**src/rtl/tower_slot_manager_if.sv**
```systemverilog
// Spawn/hit request bus between the game controller and the tower slot manager.
// The controller (master) raises one-cycle requests; the manager (slave)
// answers spawn requests with a one-cycle ack or reject pulse.
interface tower_slot_manager_if #(
    parameter int NUM_SLOTS = 4
) ();
    logic                         spawnReq;
    logic [10:0]                  spawnX;
    logic [10:0]                  spawnY;
    logic                         spawnAck;
    logic                         spawnReject;
    logic                         hitReq;
    logic [$clog2(NUM_SLOTS)-1:0] hitSlot;

    modport master (
        output spawnReq, spawnX, spawnY, hitReq, hitSlot,
        input  spawnAck, spawnReject
    );

    modport slave (
        input  spawnReq, spawnX, spawnY, hitReq, hitSlot,
        output spawnAck, spawnReject
    );
endinterface

```
**src/rtl/tower_slot_manager.sv**
```systemverilog
// Tower slot manager: a small pool of on-screen towers. Each slot is EMPTY,
// ALIVE or DYING (blinking for BLINK_FRAMES frames before it frees up).
// Also performs the per-pixel lookup that tells the drawing logic which
// tower (lowest index wins) covers the current scan pixel.
module tower_slot_manager #(
    parameter int NUM_SLOTS       = 4,
    parameter int OBJECT_WIDTH_X  = 28,
    parameter int OBJECT_HEIGHT_Y = 58,
    parameter int BLINK_FRAMES    = 8
) (
    input  logic                         clk,
    input  logic                         resetN,
    input  logic [10:0]                  pixelX,
    input  logic [10:0]                  pixelY,
    input  logic                         startOfFrame,
    tower_slot_manager_if.slave          bus,
    output logic [10:0]                  offsetX,
    output logic [10:0]                  offsetY,
    output logic                         InsideRectangle,
    output logic [$clog2(NUM_SLOTS):0]   activeCount,
    output logic                         full
);

    localparam int SW = $clog2(NUM_SLOTS);
    localparam int CW = $clog2(BLINK_FRAMES) + 1;

    typedef enum logic [1:0] {
        EMPTY = 2'd0,
        ALIVE = 2'd1,
        DYING = 2'd2
    } slot_state_t;

    slot_state_t       state     [NUM_SLOTS];
    logic [10:0]       top_x     [NUM_SLOTS];
    logic [10:0]       top_y     [NUM_SLOTS];
    logic [CW-1:0]     cnt       [NUM_SLOTS];

    slot_state_t       nxt_state [NUM_SLOTS];
    logic [10:0]       nxt_x     [NUM_SLOTS];
    logic [10:0]       nxt_y     [NUM_SLOTS];
    logic [CW-1:0]     nxt_cnt   [NUM_SLOTS];
    logic [SW:0]       nxt_count;
    logic              spawn_found;
    logic [SW-1:0]     spawn_idx;

    logic              look_hit;
    logic [10:0]       look_ox;
    logic [10:0]       look_oy;

    // Next slot state: frame countdown, hit, and spawn into lowest EMPTY slot.
    always_comb begin
        // NOTE: every variable gets a default before any conditional update so no latch is inferred.
        nxt_state   = state;
        nxt_x       = top_x;
        nxt_y       = top_y;
        nxt_cnt     = cnt;
        nxt_count   = '0;
        spawn_found = 1'b0;
        spawn_idx   = '0;

        // Scan high to low so the lowest EMPTY index is the one left standing.
        // Uses the current state, so a slot freed this cycle is not eligible.
        for (int i = NUM_SLOTS - 1; i >= 0; i--) begin
            if (state[i] == EMPTY) begin
                spawn_found = 1'b1;
                spawn_idx   = SW'(i);
            end
        end

        // Each slot is touched by at most one of these: countdown only hits
        // DYING slots, a hit only ALIVE ones, a spawn only EMPTY ones.
        for (int i = 0; i < NUM_SLOTS; i++) begin
            if (state[i] == DYING && startOfFrame) begin
                if (cnt[i] == CW'(1)) begin
                    nxt_state[i] = EMPTY;
                    nxt_cnt[i]   = '0;
                end else begin
                    nxt_cnt[i]   = cnt[i] - CW'(1);
                end
            end
            // An out-of-range hitSlot never matches any index and is ignored.
            if (bus.hitReq && bus.hitSlot == SW'(i) && state[i] == ALIVE) begin
                nxt_state[i] = DYING;
                nxt_cnt[i]   = CW'(BLINK_FRAMES);
            end
            if (bus.spawnReq && spawn_found && spawn_idx == SW'(i)) begin
                nxt_state[i] = ALIVE;
                nxt_x[i]     = bus.spawnX;
                nxt_y[i]     = bus.spawnY;
            end
        end

        for (int i = 0; i < NUM_SLOTS; i++) begin
            nxt_count = nxt_count + {{SW{1'b0}}, (nxt_state[i] != EMPTY)};
        end
    end

    // Pixel lookup: visible slot covering the pixel, lowest index has priority.
    always_comb begin
        logic [11:0] px, py, lx, ly;
        logic        vis;
        look_hit = 1'b0;
        look_ox  = '0;
        look_oy  = '0;
        px       = {1'b0, pixelX};
        py       = {1'b0, pixelY};
        lx       = '0;
        ly       = '0;
        vis      = 1'b0;
        for (int i = NUM_SLOTS - 1; i >= 0; i--) begin
            lx  = {1'b0, top_x[i]};
            ly  = {1'b0, top_y[i]};
            vis = (state[i] == ALIVE) || (state[i] == DYING && cnt[i][0]);
            // 12-bit sums keep towers near the right/bottom edge from wrapping.
            if (vis && px >= lx && px < lx + 12'(OBJECT_WIDTH_X)
                    && py >= ly && py < ly + 12'(OBJECT_HEIGHT_Y)) begin
                look_hit = 1'b1;
                look_ox  = pixelX - top_x[i];
                look_oy  = pixelY - top_y[i];
            end
        end
    end

    // Slot storage update.
    always_ff @(posedge clk) begin
        // NOTE: sequential state uses non-blocking assignments so all registers see pre-edge values.
        if (resetN) begin
            // NOTE: the slot table is a handful of flops that must come up EMPTY, so it is reset explicitly.
            for (int i = 0; i < NUM_SLOTS; i++) begin
                state[i] <= EMPTY;
                top_x[i] <= '0;
                top_y[i] <= '0;
                cnt[i]   <= '0;
            end
        end else begin
            state <= nxt_state;
            top_x <= nxt_x;
            top_y <= nxt_y;
            cnt   <= nxt_cnt;
        end
    end

    // Registered handshake pulses, lookup results and occupancy status.
    always_ff @(posedge clk) begin
        if (resetN) begin
            bus.spawnAck    <= 1'b0;
            bus.spawnReject <= 1'b0;
            InsideRectangle <= 1'b0;
            offsetX         <= '0;
            offsetY         <= '0;
            activeCount     <= '0;
            full            <= 1'b0;
        end else begin
            bus.spawnAck    <= bus.spawnReq && spawn_found;
            bus.spawnReject <= bus.spawnReq && !spawn_found;
            InsideRectangle <= look_hit;
            offsetX         <= look_ox;
            offsetY         <= look_oy;
            activeCount     <= nxt_count;
            full            <= (nxt_count == (SW + 1)'(NUM_SLOTS));
        end
    end

endmodule

```
**src/flat_wrapper.sv**
```systemverilog
// flat-port wrapper written by rule: the top's interface ports become plain ports
module tower_slot_manager_flat 
#(
    parameter int NUM_SLOTS       = 4,
    parameter int OBJECT_WIDTH_X  = 28,
    parameter int OBJECT_HEIGHT_Y = 58,
    parameter int BLINK_FRAMES    = 8
)
  (clk, resetN, pixelX, pixelY, startOfFrame, offsetX, offsetY, InsideRectangle, activeCount, full, bus_spawnReq, bus_spawnX, bus_spawnY, bus_hitReq, bus_hitSlot, bus_spawnAck, bus_spawnReject);
  tower_slot_manager_if #(.NUM_SLOTS(NUM_SLOTS)) bus_i ();
  input  logic clk;
  input  logic resetN;
  input  logic [10:0] pixelX;
  input  logic [10:0] pixelY;
  input  logic startOfFrame;
  output logic [10:0] offsetX;
  output logic [10:0] offsetY;
  output logic InsideRectangle;
  output logic [$clog2(NUM_SLOTS):0] activeCount;
  output logic full;
  input wire logic [$bits(bus_i.spawnReq)-1:0] bus_spawnReq;
  input wire logic [$bits(bus_i.spawnX)-1:0] bus_spawnX;
  input wire logic [$bits(bus_i.spawnY)-1:0] bus_spawnY;
  input wire logic [$bits(bus_i.hitReq)-1:0] bus_hitReq;
  input wire logic [$bits(bus_i.hitSlot)-1:0] bus_hitSlot;
  output wire logic [$bits(bus_i.spawnAck)-1:0] bus_spawnAck;
  output wire logic [$bits(bus_i.spawnReject)-1:0] bus_spawnReject;
  assign bus_i.spawnReq = bus_spawnReq;
  assign bus_i.spawnX = bus_spawnX;
  assign bus_i.spawnY = bus_spawnY;
  assign bus_i.hitReq = bus_hitReq;
  assign bus_i.hitSlot = bus_hitSlot;
  assign bus_spawnAck = bus_i.spawnAck;
  assign bus_spawnReject = bus_i.spawnReject;
  tower_slot_manager #(.NUM_SLOTS(NUM_SLOTS), .OBJECT_WIDTH_X(OBJECT_WIDTH_X), .OBJECT_HEIGHT_Y(OBJECT_HEIGHT_Y), .BLINK_FRAMES(BLINK_FRAMES)) u_core (.clk(clk), .resetN(resetN), .pixelX(pixelX), .pixelY(pixelY), .startOfFrame(startOfFrame), .bus(bus_i), .offsetX(offsetX), .offsetY(offsetY), .InsideRectangle(InsideRectangle), .activeCount(activeCount), .full(full));
endmodule
```
**config.mk**
```make
export PLATFORM = sky130hd
export DESIGN_NAME = tower_slot_manager_flat
export DESIGN_NICKNAME = d
export VERILOG_FILES = /design/src/rtl/tower_slot_manager_if.sv /design/src/rtl/tower_slot_manager.sv /design/src/flat_wrapper.sv
export SDC_FILE = /design/constraint.sdc
export NUM_CORES = 1
export LEC_CHECK = 0
export ABC_AREA = 1
export BUFFER_PORTS_ARGS = -buffer_cell sky130_fd_sc_hd__buf_2
export CAP_MARGIN = 20
export CORE_MARGIN = 2
export CORE_UTILIZATION = 40
export CTS_BUF_LIST = sky130_fd_sc_hd__clkbuf_4
export CTS_CLUSTER_SIZE = 8
export DETAILED_ROUTE_END_ITERATION = 10
export PLACE_DENSITY = 0.62
export RECOVER_POWER = 25
export SYNTH_ARGS = -nofsm -noshare
export SYNTH_HDL_FRONTEND = slang
export SYNTH_SLANG_ARGS = --single-unit
export TNS_END_PERCENT = 50
```
**constraint.sdc**
```tcl
create_clock -name clk -period 6.9 [get_ports clk]
set_clock_uncertainty 0.1 [all_clocks]
set_input_delay 0 -clock clk [delete_from_list [all_inputs] [get_ports clk]]
set_output_delay 0 -clock clk [all_outputs]
set_load 0.005 [all_outputs]
```
# Yosys cells after proc, flatten, opt, wreduce, memory -nomap -nowiden

Cells that the tools add are included.

Reduce and logical (&&, ||, !) cells: 61
Muxes and demuxes: 48
Equality and inequality tests: 19
Add/sub/neg operators: 23
Order comparisons: 16

Operator list:

| kind                                              | count |
|---|---|
| less-than comparator 11 x 12 -> 1 bit             | 8 |
| >= comparator 11 bit                              | 8 |
| 2-to-1 mux 11 bit                                 | 8 |
| subtractor 11 bit                                 | 8 |
| adder 11 x 5 -> 12 bit (second input constant)    | 4 |
| adder 11 x 6 -> 12 bit (second input constant)    | 4 |
| 2-to-1 mux 4 bit                                  | 12 |
| 2-to-1 mux 2 bit                                  | 20 |
| logical AND 1 bit                                 | 38 |
| == test 2 bit (second input constant)             | 8 |
| == test 4 x 1 -> 1 bit (second input constant)    | 4 |
| nonzero test 2 bit                                | 8 |
| subtractor 4 x 1 -> 4 bit (second input constant) | 4 |
| == test 2 x 1 -> 1 bit (second input constant)    | 6 |
| logical NOT 2 bit                                 | 6 |
| 2-to-1 mux 1 bit                                  | 8 |
| OR reduction 2 bit                                | 4 |
| adder 3 x 1 -> 3 bit                              | 2 |
| logical OR 1 bit                                  | 4 |
| == test 3 bit (second input constant)             | 1 |
| adder 1 x 1 -> 2 bit                              | 1 |
| logical NOT 1 bit                                 | 1 |

Input port bits: 51
Flip-flop bits (word level): 141
Output and inout port bits: 29

# Logic depth before layout (Yosys ltp)

Depth after elaboration: 13
Gate-level depth with buffers: 21
Depth with buffers taken out: 21

# Least setup slack after synthesis

No wires, ideal clock.

Kind: reg-to-reg
From: reg u_core.top_y[12] (netlist name)
To: reg u_core.offsetX[0]
Path slack: 4215 ps
Period minus slack after synthesis: 2685 ps
Stages on the path, launching flop included: 22
Setup time: 109 ps
Arrival: 2476 ps
Required time: 6691 ps
Buffers on the path: 1
Cell sequence: dfxtp_1 > inv_1 > o21ai_0 > or2_2 > nand2_1 > nor2_1 > nand3_1 > xor2_1 > ha_1 > nand3b_1 > nand2_1 > inv_2 > nand2_1 > nor2_4 > nand3_4 > buf_6 > nand3b_1 > nand2_1 > nand2_1 > nand3_1 > nand2_1 > inv_1

Cells in the longest elaborated chain, start to end: 6
Elaborated cells between the ends (all ways): 8
Classes of those cells: 1 x add/sub; 2 x order compare; 3 x mux; 2 x reduce/logical

RTL lines:

| what                                                                              | line                      | text |
|---|---|---|
| from (decl)                                                                       | tower_slot_manager.sv:35  | `logic [10:0] top_y [NUM_SLOTS];` |
| from (signal assigned)                                                            | tower_slot_manager.sv:138 | `top_y <= nxt_y;` |
| adder 11 x 6 -> 12 bit / >= comparator 11 bit (equally long branches)             | tower_slot_manager.sv:116 | `&& py >= ly && py < ly + 12'(OBJECT_HEIGHT_Y)) begin` |
| less-than comparator 11 x 12 -> 1 bit / logical AND 1 bit (equally long branches) | tower_slot_manager.sv:116 |  |
| logical AND 1 bit *                                                               | tower_slot_manager.sv:116 |  |
| 2-to-1 mux 11 bit * (3 in a row)                                                  | tower_slot_manager.sv:115 | `if (vis && px >= lx && px < lx + 12'(OBJECT_WIDTH_X)` |
| to (signal assigned)                                                              | tower_slot_manager.sv:157 | `offsetX <= look_ox;` |
| to (decl)                                                                         | tower_slot_manager.sv:17  | `output logic [10:0] offsetX,` |

Every way passes the cells marked *; elsewhere a longest branch is shown, timed or not.
A chain may end at the register's enable or synchronous reset.

# Final worst setup path

From: reg u_core.top_x[35] (netlist name)
To: reg u_core.offsetY[10]

Cells in the longest elaborated chain, start to end: 6
Elaborated cells between the ends (all ways): 8
Classes of those cells: 1 x add/sub; 2 x order compare; 1 x mux; 4 x reduce/logical

RTL lines:

| what                                                                              | line                      | text |
|---|---|---|
| from (decl)                                                                       | tower_slot_manager.sv:34  | `logic [10:0] top_x [NUM_SLOTS];` |
| from (signal assigned)                                                            | tower_slot_manager.sv:137 | `top_x <= nxt_x;` |
| adder 11 x 5 -> 12 bit / >= comparator 11 bit (equally long branches)             | tower_slot_manager.sv:115 |  |
| less-than comparator 11 x 12 -> 1 bit / logical AND 1 bit (equally long branches) | tower_slot_manager.sv:115 |  |
| logical AND 1 bit *                                                               | tower_slot_manager.sv:115 |  |
| logical AND 1 bit * (2 in a row)                                                  | tower_slot_manager.sv:116 |  |
| 2-to-1 mux 11 bit *                                                               | tower_slot_manager.sv:115 |  |
| to (signal assigned)                                                              | tower_slot_manager.sv:158 | `offsetY <= look_oy;` |
| to (decl)                                                                         | tower_slot_manager.sv:18  | `output logic [10:0] offsetY,` |

Marked as above.

==> results.toml <==
[run_status]
outcome = "finished with violations"
violations = "capacitance limit, slew limit"

[detailed_routing]
drt_iter0_drc = 882
post-route-drc-count = 0
routedWlPerCell_um = 15.9
vias = 12600
antenna_left = 0
viasPerCell = 5.16
drtPass1Iterations = 8
drt_wl_total_mm = 39.0

[cts]
cts_buffer_depth = 2
cts_tree = "yes"
cts_num_sinks = 141
clk_pin_slew_ns = 0.13
numCtsBuffers = 17
clk_latency_ns = 0.57
h-tree-depth = 4
ctsResizeCount = 0
hold_buffers = 33
postCtsSetupBuffers = 0
ctsRootBufferMaster = "clkbuf_4"

[power_and_ir_drop]
power_mw = 2.39
p_per_area_nw_per_um2 = 165
vdd_drop_max_v = 0.000108
p_leak_nw = 6.54

[synth]
synth_area_um2 = 13100
synthCells = 1903
ys_warn_count = 0
async_reset_ff_share_pct = 0
synth_cell_types = 51
yosysSeqAreaShare_pct = 21.6
synth-main-ff-cell = "dfxtp_1"
ys_ff_latch = 141
synth_edf_count = 0
syn_nets = 2145
syn_area_per_cell_um2 = 6.87

[die]
coreArea_um2 = 32400
die-area_um2 = 34100
num_rows = 66
pin_count = 80
dieHeight_um = 185
die_width_um = 185
start_util_pct = 40.4

[global_routing]
track_usage_pct = 23.2
grt.overflow.total = 0
grt_pass1_vias = 12000
antenna_found_initial = 2
grt_max_degree = 91
grt_pass1_wl_mm = 62.1

[sta]
slew_headroom_pct = -24.9
tightestPinTransition_ns = 1.87
fin_crit_ns = 3.92
finalHoldViolCount = 0
max_freq_ghz = 0.255
setup_violations = 0
fin_crit_sh_pct = 56.7
maxSlewViolCount = 45
rsz0062_at_grt = "false"
fin_setup_tns_ns = 0

[critical_path]
crit_required_ns = 7.24
critPathTopFamily = "simple AND/OR/NAND/NOR gates"
arrival_ns = 4.25
cp_max_fo = 25
critPathBufInv = 1
cp_cell_sequence = "inv_1, ha_1, a21oi_1, nand3_1, nor3_1, xor2_1, ha_1, nand4_1, nor2_1, nor2_1, nand2_1, nor2_2, nand3_2, o21ai_0, a21oi_1"
crit_path_max_incr_delay_ns = 0.62
end_kind = "register"
start_kind = "register"
crit_type = "reg -> reg"
slowest_stage = "nand3_2"

[flow_run]
max_cap_violations = 1

[placed_design]
io_buffer_count = 79
gp_congestion = 0.878
hpwlAfterDp_mm = 30.4

[layout]
finalNetCount = 2233
layout_common_cells = "nand2_1, inv_1, a21oi_1"
final_common_cell = "nand2_1"
drive_above_1_share_pct = 6.89
area_growth_pct = 10.8

[hold_path]
hold_path.class = "in -> reg"
## per-stage QoR
step / area (µm²) / setup WS (ns) / std cells / hold WS (ns) / util (%)
after global placement: 13800 / 3.14 / 2381 / 0.172 / 42.7
after detailed placement: 13800 / 3.03 / 2381 / 0.167 / 42.7
after CTS: 14500 / 3.00 / 2446 / 0.118 / 44.9
after floorplan: 13100 / 4.21 / 1903 / 0.0213 / -
after global routing: 14500 / 2.52 / 2447 / 0.146 / 44.7
final: 14500 / 2.98 / 2447 / 0.122 / 44.7
## final timing paths
| path | startpoint | endpoint | slack [ns] | cells after the start |
|---|---|---|---|---|
| setup / recovery | u_core.top_x[35]$_SDFFE_PP0N_ | u_core.offsetY[10]$_SDFF_PP0_ | 2.98 | 15 |
| hold / removal | pixelX[0] | u_core.offsetX[0]$_SDFF_PP0_ | 0.12 | 8 |
| setup reg to reg | u_core.top_x[35]$_SDFFE_PP0N_ | u_core.offsetY[10]$_SDFF_PP0_ | 2.98 | 15 |
| hold reg to reg | u_core.top_x[22]$_SDFFE_PP0P_ | u_core.top_x[22]$_SDFFE_PP0P_ | 0.37 | 2 |
## where the power goes
part | leakage, nW | switching [mW] | total (mW) | internal [mW]
combinational | 5.23 | 0.526 | 0.831 | 0.306
sequential | 1.15 | 0.0274 | 0.880 | 0.853
clock | 0.173 | 0.352 | 0.680 | 0.329
## cell type report
cell class / instances / area, µm²
Fill cell: 3390 / 17900
Multi-Input combinational cell: 1447 / 9020
Sequential cell: 141 / 2820
Inverter: 266 / 1000
Timing Repair Buffer: 118 / 733
Tap cell: 442 / 553
Clock inverter: 14 / 215
Clock buffer: 18 / 135
Antenna cell: 1 / 2.50
## flip-flops by register name, indices dropped and copies added (netlist names)
register                flops
u_core.bus.spawnReject      1
u_core.top_x               44
u_core.bus.spawnAck         1
u_core.offsetX             11
u_core.cnt                 16
u_core.InsideRectangle      1
u_core.full                 1
u_core.offsetY             11
u_core.top_y               44
u_core.state                8
u_core.activeCount          3
## synthesized netlist by cell type, types with 3 or more instances
| library cell | instances | share of area, % |
|---|---|---|
| nand2_2 | 4 | 0.19 |
| nor4_1 | 5 | 0.24 |
| a21oi_1 | 206 | 7.9 |
| or2_1 | 3 | 0.14 |
| a21boi_0 | 4 | 0.23 |
| a211oi_1 | 13 | 0.75 |
| or2_2 | 9 | 0.43 |
| nor2_1 | 123 | 3.5 |
| o21bai_1 | 4 | 0.23 |
| o21a_1 | 5 | 0.29 |
| nand3_1 | 127 | 4.9 |
| o211ai_1 | 3 | 0.17 |
| a21o_1 | 10 | 0.57 |
| a31oi_1 | 11 | 0.53 |
| nor2_2 | 5 | 0.24 |
| nand4_1 | 61 | 2.9 |
| o21ai_1 | 7 | 0.27 |
| fa_1 | 13 | 2.0 |
| nor3_1 | 18 | 0.69 |
| buf_2 | 10 | 0.38 |
| nand2_1 | 362 | 10 |
| buf_6 | 4 | 0.34 |
| inv_1 | 248 | 7.1 |
| ha_1 | 178 | 17 |
| clkbuf_1 | 33 | 0.95 |
| xnor2_1 | 29 | 1.9 |
| xor2_1 | 99 | 6.6 |
| o21ai_0 | 115 | 4.4 |
| nand3b_1 | 11 | 0.63 |
| dfxtp_1 | 141 | 22 |
| inv_2 | 16 | 0.46 |
## kinds of logic (layout without fill, tap and decap cells)
kind of cell,Yosys count,in the layout,share of synthesized area (%)
other cells,0,1,0
buf+inv,315,416,9.40
simple gates,740,740,25.4
fa+ha+maj,191,191,19.0
flops,141,141,21.6
compound gates,388,388,16.0
xor+xnor,128,128,8.57
## layer usage
metal  share of wire [%]  routed length (µm)  vias to the layer above  global-route usage (%)
met5               0.028                  11                        -                       0
met4                 3.3                1300                        2                    7.84
met3                 3.4                1340                       52                    2.56
met2                  46               18000                      288                    39.8
met1                  47               18400                     5763                    30.2
li1                    -                   -                     6530                       -
## worst min-delay path: stages
cell,delay (ns)
buf_2,0.10
inv_1,0.19
ha_1,0.18
inv_1,0.06
nand2_1,0.07
nand3_1,0.07
nand2_1,0.05
inv_1,0.03
Power figures use the tool's default switching activity.
